==> config.mk <==
export PLATFORM = sky130hd
export DESIGN_NAME = wb_arbiter
export DESIGN_NICKNAME = d
export VERILOG_FILES = /design/src/rtl/wb_arbiter.sv
export SDC_FILE = /design/constraint.sdc
export NUM_CORES = 1
export LEC_CHECK = 0
export CORE_UTILIZATION = 64
export DETAILED_ROUTE_END_ITERATION = 10
export HOLD_SLACK_MARGIN = 0.08
export PLACE_DENSITY_LB_ADDON = 0.12
export SETUP_SLACK_MARGIN = 0.02
export SKIP_CTS_REPAIR_TIMING = 1
export SLEW_MARGIN = 10
export SYNTH_ARGS = -nofsm -noshare
export SYNTH_HDL_FRONTEND = slang
export SYNTH_SLANG_ARGS = --single-unit
export TNS_END_PERCENT = 50
==> constraint.sdc <==
create_clock -name clock -period 15.1 [get_ports clock]
set_input_delay 3.775 -clock clock [delete_from_list [all_inputs] [get_ports clock]]
set_output_delay 3.775 -clock clock [all_outputs]
set_load 0.01 [all_outputs]
==> src/rtl/wb_arbiter.sv <==
// Collects FU results into an in-order circular buffer and drains up to N per cycle onto PRF_WRITE.
// Latency: a result accepted at edge t is on prf_write during the next cycle; older entries go first.
// Backpressure: fu_ready[k] depends only on registered free space; the PRF side never stalls.
module wb_arbiter #(
  parameter int N      = 2,
  parameter int NUM_FU = 4,
  parameter int DEPTH  = 8,
  parameter int PRN_W  = 6,
  parameter int DATA_W = 32
) (
  input  logic                                 clock,
  input  logic                                 reset,
  input  logic [NUM_FU-1:0]                    fu_valid,
  input  logic [NUM_FU-1:0][PRN_W-1:0]         fu_prn,
  input  logic [NUM_FU-1:0][DATA_W-1:0]        fu_value,
  output logic [NUM_FU-1:0]                    fu_ready,
  input  logic                                 squash,
  output logic [N-1:0][DATA_W+PRN_W-1:0]       prf_write,
  output logic [$clog2(DEPTH):0]               count
);

  localparam int PTR_W = $clog2(DEPTH);
  localparam int CNT_W = PTR_W + 1;

  // One buffered result; layout matches a PRF_WRITE slot {value, prn}.
  typedef struct packed {
    logic [DATA_W-1:0] value;
    logic [PRN_W-1:0]  prn;
  } entry_t;

  entry_t             mem [DEPTH];
  logic [PTR_W-1:0]   head;
  logic [PTR_W-1:0]   tail;
  logic [CNT_W-1:0]   free_slots;
  logic [CNT_W-1:0]   n_pop;
  logic [CNT_W-1:0]   n_push;
  logic [NUM_FU-1:0]  wr_en;
  logic [PTR_W-1:0]   wr_idx [NUM_FU];

  // Ready from registered occupancy only, so no path from fu_valid or pops back to fu_ready.
  always_comb begin
    free_slots = CNT_W'(DEPTH) - count;
    for (int k = 0; k < NUM_FU; k++) begin
      fu_ready[k] = (CNT_W'(k) < free_slots);
    end
  end

  // Drain the oldest min(N, count) entries; unused slots read prn=0 (no write).
  always_comb begin
    n_pop = (count < CNT_W'(N)) ? count : CNT_W'(N);
    for (int i = 0; i < N; i++) begin
      prf_write[i] = '0;
      if (CNT_W'(i) < n_pop) begin
        prf_write[i] = mem[head + PTR_W'(i)];
      end
    end
  end

  // Compact accepted, non-zero-PRN results onto the tail in ascending FU order.
  always_comb begin
    n_push = '0;
    for (int k = 0; k < NUM_FU; k++) begin
      wr_en[k]  = fu_valid[k] && fu_ready[k] && (fu_prn[k] != '0);
      wr_idx[k] = tail + n_push[PTR_W-1:0];
      if (wr_en[k]) begin
        n_push = n_push + CNT_W'(1);
      end
    end
  end

  // Pointer and occupancy update; reset and squash both empty the buffer and drop this cycle's handshakes.
  always_ff @(posedge clock) begin
    if (reset || squash) begin
      head  <= '0;
      tail  <= '0;
      count <= '0;
    end else begin
      head  <= head + n_pop[PTR_W-1:0];
      tail  <= tail + n_push[PTR_W-1:0];
      count <= count - n_pop + n_push;
    end
  end

  // Storage writes; contents need no reset since slots are gated by count.
  always_ff @(posedge clock) begin
    if (!reset && !squash) begin
      for (int k = 0; k < NUM_FU; k++) begin
        if (wr_en[k]) begin
          mem[wr_idx[k]] <= '{value: fu_value[k], prn: fu_prn[k]};
        end
      end
    end
  end

endmodule

; Yosys cells after proc, flatten, opt, wreduce, memory -nomap -nowiden
; Memories as Yosys holds them, arrays and structs flattened. A register that Yosys moved wholly into a read port is not among the register bits.
; Index checks and enable logic that the tools add are counted.
[word_totals]
ramBits = 304
output_inout_bits = 84
wordCells = 59
inputBits = 159
regBits = 10
mem_count = 1
[memory_table]
columns = name, words, width, rd, rd_clocked_by_memory_dff, wr, line_no
row1 = mem, 8, 38, 2, 1, 4, 31  ; entry_t mem [DEPTH];
[op_classes]
n_mux = 20
add_sub_neg = 12
order_cmp = 7
n_reduce_logical = 16
[ops]
columns = op, count
row1 = 2-to-1 mux 38 bit, 2
row2 = nonzero test 6 bit, 4
row3 = "< comparator 1 x 4 -> 1 bit, first input constant", 4
row4 = 2-to-1 mux 4 bit, 4
row5 = adder 3 bit, 5
row6 = 2-to-1 mux 1 bit, 13
row7 = "adder 4 x 1 -> 4 bit, second input constant", 3
row8 = logical AND 1 bit, 9
row9 = "< comparator 2 x 4 -> 1 bit, first input constant", 2
row10 = adder 4 bit, 1
row11 = "< comparator 4 x 2 -> 1 bit, second input constant", 1
row12 = subtractor 4 bit, 1
row13 = "subtractor 4 bit, first input constant", 1
row14 = "adder 3 x 1 -> 3 bit, second input constant", 1
row15 = 2-to-1 mux 3 bit, 1
row16 = logical NOT 1 bit, 2
row17 = logical OR 1 bit, 1

; Depth between registers and ports, before layout
; Gate-level depths: netlist (run 1).
[logic_depth]
ltp_word = 12
ltp_mapped = 18

; Worst setup path before layout (run 1)
; No wires, ideal clock.
[synth_path]
kind = input port to flip-flop
from = input fu_prn[0] (netlist bit)
to = memory mem[1][0] (netlist bit) (enable)
path_stages = 16
t_arrival_ps = 8100
setup_ps = 613
path_slack_ps = 6387
path_cell_list = or4_1 -> o31ai_1 -> nor2_1 -> inv_1 -> ha_1 -> clkbuf_1 -> xnor2_1 -> inv_1 -> ha_1 -> ha_1 -> a31oi_1 -> o211a_2 -> and4bb_2 -> buf_4 -> buf_4 -> nand3b_1
[synth_rtl]
columns = element, line_no
row1 = from (decl), 14  ; input logic [NUM_FU-1:0][PRN_W-1:0] fu_prn,
row2 = to (decl), 31

==> results.py, run 1 <==
metrics = {
    "final_layout": {
        "drive_gt1_frac": 0.5333,
        "area_delta_synth_final_pct": 15.66,
        "final_nets": 2272,
        "num-fill-cells": 2596,
        "antenna_cells": 0,
        "final_cells": 2640,
        "final_common_cell": "mux2_2",
        "seqCellArea_um2": 9340,
        "fin_area_um2": 30220,
        "multi_input_area_um2": 16230,
        "final_cell_mix": "mux2_2, edfxtp_1, clkdlybuf4s50_1",
    },
    "drt": {
        "drtAntennaViolNets": 0,
        "via_per_inst": 7.414,
        "finalWirelength_um": 86780,
        "drtIter0Drc": 2258,
        "first_pass_iters": 5,
        "drc": 0,
        "wl_per_cell_um": 32.87,
        "num_vias": 19570,
    },
    "clocking": {
        "cts-root-buf": "clkbuf_16",
        "clock_path_buffers": 3,
        "clkLatencyLatePin_ns": 0.55,
        "cts.clk_slew.worst_paths_ns": 0.06,
        "cts_tree": "done",
        "cts_num_sinks": 314,
        "cts_buffers": 37,
        "cts_htree_levels": 2,
    },
    "global_routing": {
        "grt_pass1_wl_um": 128700,
        "grt_use_total": 0.4187,
        "grt_overflow": 0,
        "grt_max_degree": 59,
        "antenna_found_initial": 0,
        "grt_pass1_vias": 20190,
    },
    "power": {
        "peakVddDrop_mv": 0.1147,
        "leakage_nw": 9.811,
        "power_density_nw_per_um2": 130.4,
        "finalPower_mw": 3.941,
    },
    "placement": {
        "dpl.hpwl_um": 50670,
        "gp_congestion": 0.8718,
        "portBuffers": 242,
        "dpl.cell_count": 2578,
        "dpl_cell_area_um2": 29060,
        "pre_cts_slack_ns": 5.473,
    },
    "logic_synthesis": {
        "synth.avg_cell_area_um2": 13.55,
        "syn_nets": 2108,
        "yosys_warnings": 0,
        "synth-seq-area-share": 0.3570,
        "netlist_area_um2": 26130,
        "ys_types": 61,
        "async_flop_share": 0,
        "synth_edf_count": 304,
        "ys_ff_latch": 314,
        "synth_ff_type": "edfxtp_1",
        "synth_cells": 1928,
    },
    "timing": {
        "rsz0062_at_grt": "no",
        "clock.fmax_ghz": 0.1083,
        "period_share": 0.6117,
        "final-setup-viol-count": 0,
        "tightest_slew_ns": 1.253,
        "fin_ws_ns": 5.863,
        "final_max_slew_viol_count": 0,
        "setup_tns_ns": 0,
        "timing.slew.headroom": 0.1538,
        "finalCriticalPeriod_ns": 9.237,
        "finalClockSkew_ns": 0.01976,
        "finalHoldViolCount": 0,
    },
    "hold_path": {
        "hold_class": "reg -> reg",
    },
    "critical_path": {
        "path_cells": "clkdlybuf4s50_1, or4_1, o31ai_1, nor2_1, inv_1, ha_1, ha_1, ha_1, mux2i_1, a211oi_2, nand2b_2, buf_4, nand3_2, buf_4",
        "worst-path-max-fanout": 29,
        "worstSetupPathType": "in -> reg",
        "crit_path_max_incr_delay_ns": 0.66,
        "start_kind": "primary input",
        "crit_top_cell": "ha_1",
        "critPathRequiredTime_ns": 15.34,
        "slowest_stage": "or4_1",
        "endpoint_kind": "flop",
        "cp.arrival_ns": 9.48,
    },
    "floorplanning": {
        "fp-row-count": 73,
        "io_pins": 243,
        "die_width_um": 204.1,
        "core_area_um2": 40010,
        "die_area_um2": 41640,
        "fp.dieH_um": 204.1,
        "initial_core_util": 0.6532,
    },
    "status": {
        "status": "finished clean",
    },
    "run": {
        "drv_cap": 0,
    },
}
metal layers:
metal,global-route usage,vias up,wire length (µm)
met2,0.6549,1451,39970
met5,0,-,0
met4,0.2122,0,4591
met3,0.08721,348,10120
li1,-,7952,-
met1,0.5540,9821,32090
Yosys cell counts, types with 4 or more instances:
| cell | number | area share |
|---|---|---|
| buf_4 | 8 | 0.0023 |
| nand2b_1 | 4 | 0.00096 |
| nor2_1 | 65 | 0.0093 |
| and2_1 | 6 | 0.0014 |
| nor3_1 | 11 | 0.0021 |
| or4_1 | 4 | 0.0011 |
| mux2_2 | 835 | 0.36 |
| mux2i_1 | 39 | 0.015 |
| buf_1 | 39 | 0.0056 |
| buf_2 | 46 | 0.0088 |
| edfxtp_1 | 304 | 0.35 |
| inv_1 | 14 | 0.0020 |
| mux2_1 | 77 | 0.033 |
| nand3_1 | 12 | 0.0023 |
| o211ai_1 | 6 | 0.0017 |
| dfxtp_1 | 10 | 0.0077 |
| o21ai_0 | 5 | 0.00096 |
| mux4_2 | 152 | 0.13 |
| clkbuf_1 | 68 | 0.0098 |
| a21oi_1 | 45 | 0.0086 |
| ha_1 | 18 | 0.0086 |
| nand2_1 | 87 | 0.012 |
| xnor2_1 | 11 | 0.0037 |
worst max-delay path: cells and delay by family:
family,cells,cell delay [ns]
fa+ha+maj,3,0.82
buf+inv,4,1.79
compound gates,2,1.00
mux,1,0.13
simple gates,4,1.94
cell families (layout without fill, tap and decap cells):
logic type                 Yosys count  after routing  share of synthesized area
AOI/OAI and AO/OA                   77             77                    0.01925
xor gates and xnor gates            14             14                   0.004693
adders and majority gates           21             21                    0.01092
buffers and inverters              180            367                    0.03007
DFF                                314            314                     0.3570
muxes                             1103           1103                     0.5390
and+or+nand+nor                    219            219                    0.03907
registers in the layout, summed over array words and instances (netlist names):
name,flops
count,4
head,3
mem,304
tail,3
area by class of cell:
| cell class | count | area share |
|---|---|---|
| multi-input combinational | 1434 | 0.5370 |
| sequential | 314 | 0.3090 |
| timing repair buffer | 289 | 0.09182 |
| clock buffer | 46 | 0.03316 |
| tap | 525 | 0.02173 |
| clock inverter | 16 | 0.005216 |
| inverter | 16 | 0.001987 |
power by group:
group          switching, mW  internal, mW  leakage, nW  total, mW
Clock                  0.382         0.520        0.565      0.902
Sequential             0.104          1.17         2.84       1.28
Combinational          0.902         0.862         6.41       1.76
path summary, 6_finish.rpt:
path | from | to | slack, ns | cells after the start
max reg2reg | count[0] | mem[4][17] | 8.87 | 15
min reg2reg | tail[0] | tail[0] | 0.81 | 2
max | fu_prn[0] | mem[4][17] | 5.86 | 14
min | tail[0] | tail[0] | 0.81 | 2
stage by stage:
step | hold WS (ns) | util
after global routing | 0.8453 | 0.7555
after floorplan | 0.5780 | -
final | 0.8135 | 0.7555
after CTS | 0.8039 | 0.7555
after detailed placement | 0.7839 | 0.7265
after global placement | 0.7728 | 0.7265
Note: power is estimated with default switching activity, not from simulation.
==> inputs of run 2 (changes only) <==
- CORE_UTILIZATION: 64 -> 54
- clock period: 15.1 -> 8.1 ns (I/O delays scaled with it)
==> results.py, run 2 (synthesized netlist as in run 1, its figures left out) <==
metrics = {
    "drt": {
        "via_per_inst": 6.872,
        "wl_per_cell_um": 31.16,
        "num_vias": 19140,
        "drtIter0Drc": 1794,
        "first_pass_iters": 7,
        "drtAntennaViolNets": 0,
        "finalWirelength_um": 86780,
        "drc": 0,
    },
    "critical_path": {
        "crit_family": "simple AND/OR/NAND/NOR gates",
        "crit_top_cell": "ha_1",
        "path_buf_inv": 3,
        "worstSetupPathType": "in -> reg",
        "start_kind": "primary input",
        "crit_path_max_incr_delay_ns": 0.72,
        "critPathRequiredTime_ns": 8.43,
        "slowest_stage": "nand2b_2",
        "endpoint_kind": "flop",
        "cp.arrival_ns": 7.20,
        "path_cells": "clkdlybuf4s50_1, or4_1, o31ai_1, nor2_1, inv_1, ha_1, ha_1, ha_1, mux2i_1, a211oi_2, nand2b_2, buf_4, mux2_2, mux2_2",
        "worst-path-max-fanout": 17,
    },
    "timing": {
        "final-setup-viol-count": 0,
        "finalHoldViolCount": 0,
        "finalClockSkew_ns": 0.03353,
        "rsz0062_at_grt": "no",
        "clock.fmax_ghz": 0.1454,
        "finalHoldWorstSlack_ns": 0.8132,
        "final_max_slew_viol_count": 0,
        "period_share": 0.8492,
        "setup_tns_ns": 0,
        "fin_ws_ns": 1.221,
        "finalCriticalPeriod_ns": 6.879,
        "tightest_slew_ns": 1.214,
        "timing.slew.headroom": 0.1800,
    },
    "global_routing": {
        "grt_use_total": 0.3504,
        "grt_overflow": 0,
        "antenna_found_initial": 14,
        "grt_pass1_wl_um": 128400,
        "grt_max_degree": 62,
        "grt_pass1_vias": 19560,
    },
    "power": {
        "leakage_nw": 10.08,
        "peakVddDrop_mv": 0.1488,
        "power_density_nw_per_um2": 241.4,
    },
    "placement": {
        "dpl.hpwl_um": 53840,
        "gp_congestion": 0.9215,
        "portBuffers": 242,
        "dpl.cell_count": 2705,
        "pre_cts_slack_ns": 0.6695,
        "dpl_cell_area_um2": 29620,
    },
    "clocking": {
        "clkLatencyLatePin_ns": 0.59,
        "clock_path_buffers": 3,
        "cts_tree": "done",
        "cts_num_sinks": 314,
        "cts-root-buf": "clkbuf_16",
        "cts_htree_levels": 2,
        "cts.clk_slew.worst_paths_ns": 0.06,
        "cts_buffers": 40,
    },
    "floorplanning": {
        "core_area_um2": 47750,
        "fp.dieH_um": 222.0,
        "die_area_um2": 49270,
        "initial_core_util": 0.5473,
        "io_pins": 243,
        "fp-row-count": 80,
        "die_width_um": 222.0,
    },
    "status": {
        "status": "finished clean",
    },
    "final_layout": {
        "num-fill-cells": 3550,
        "fin_area_um2": 30900,
        "final_cells": 2785,
        "area_delta_synth_final_pct": 18.26,
        "final_common_cell": "mux2_2",
        "largest_reg_flops": 304,
        "final_cell_mix": "mux2_2, edfxtp_1, clkdlybuf4s50_1",
        "drive_gt1_frac": 0.5395,
        "final_nets": 2312,
    },
    "run": {
        "drv_cap": 0,
    },
    "hold_path": {
        "hold_class": "reg -> reg",
    },
}
-- run 2: cell types whose count changed in the layout (fill, tap and decap cells not counted), moves of 6 or more --
| cell | change |
|---|---|
| clkbuf_1 | +6 |
| buf_12 | +13 |
| buf_4 | +24 |
| diode_2 | +7 |
-- run 2: stage by stage --
stage,power [mW],utilization
finish,7.461,0.6472
global route,7.730,0.6471
CTS,7.443,0.6469
detailed placement,5.657,0.6203
global placement,5.586,0.6203
floorplan,4.320,-
-- run 2: final cells by class --
type,count,area (µm²),share of cell area
Multi-Input combinational cell,1434,16230,0.5252
Sequential cell,314,9340,0.3023
Timing Repair Buffer,326,3216,0.1041
Clock buffer,58,1141,0.03693
Tap cell,615,769.5,0.02490
Clock inverter,15,127.6,0.004130
Inverter,16,60.06,0.001943
Antenna cell,7,17.52,0.0005668
-- run 2: tightest hold or removal path, stage by stage (launching register included) --
cell,delay (ns)
dfxtp_1,0.49
ha_1,0.19
and2_1,0.10
-- run 2: path summary, 6_finish.rpt --
kind,startpoint,endpoint,slack [ns],depth (start not counted)
hold / removal,tail[0],tail[0],0.81,2
hold reg to reg,tail[0],tail[0],0.81,2
setup reg to reg,count[1],mem[5][10],2.48,15
setup / recovery,fu_prn[1],mem[5][10],1.22,14
-- run 2: layer usage --
layer	part of all wire	vias to the layer above	GRT usage
met2	0.47	1019	0.5658
met3	0.091	219	0.06507
met5	0.0010	-	0
met4	0.037	14	0.1364
li1	-	8072	-
met1	0.40	9814	0.4683
-- run 2: power breakdown --
part | switching (mW) | internal (mW)
logic | 1.64 | 1.65
registers | 0.198 | 2.18
clock network | 0.753 | 1.04
total | 2.59 | 4.87
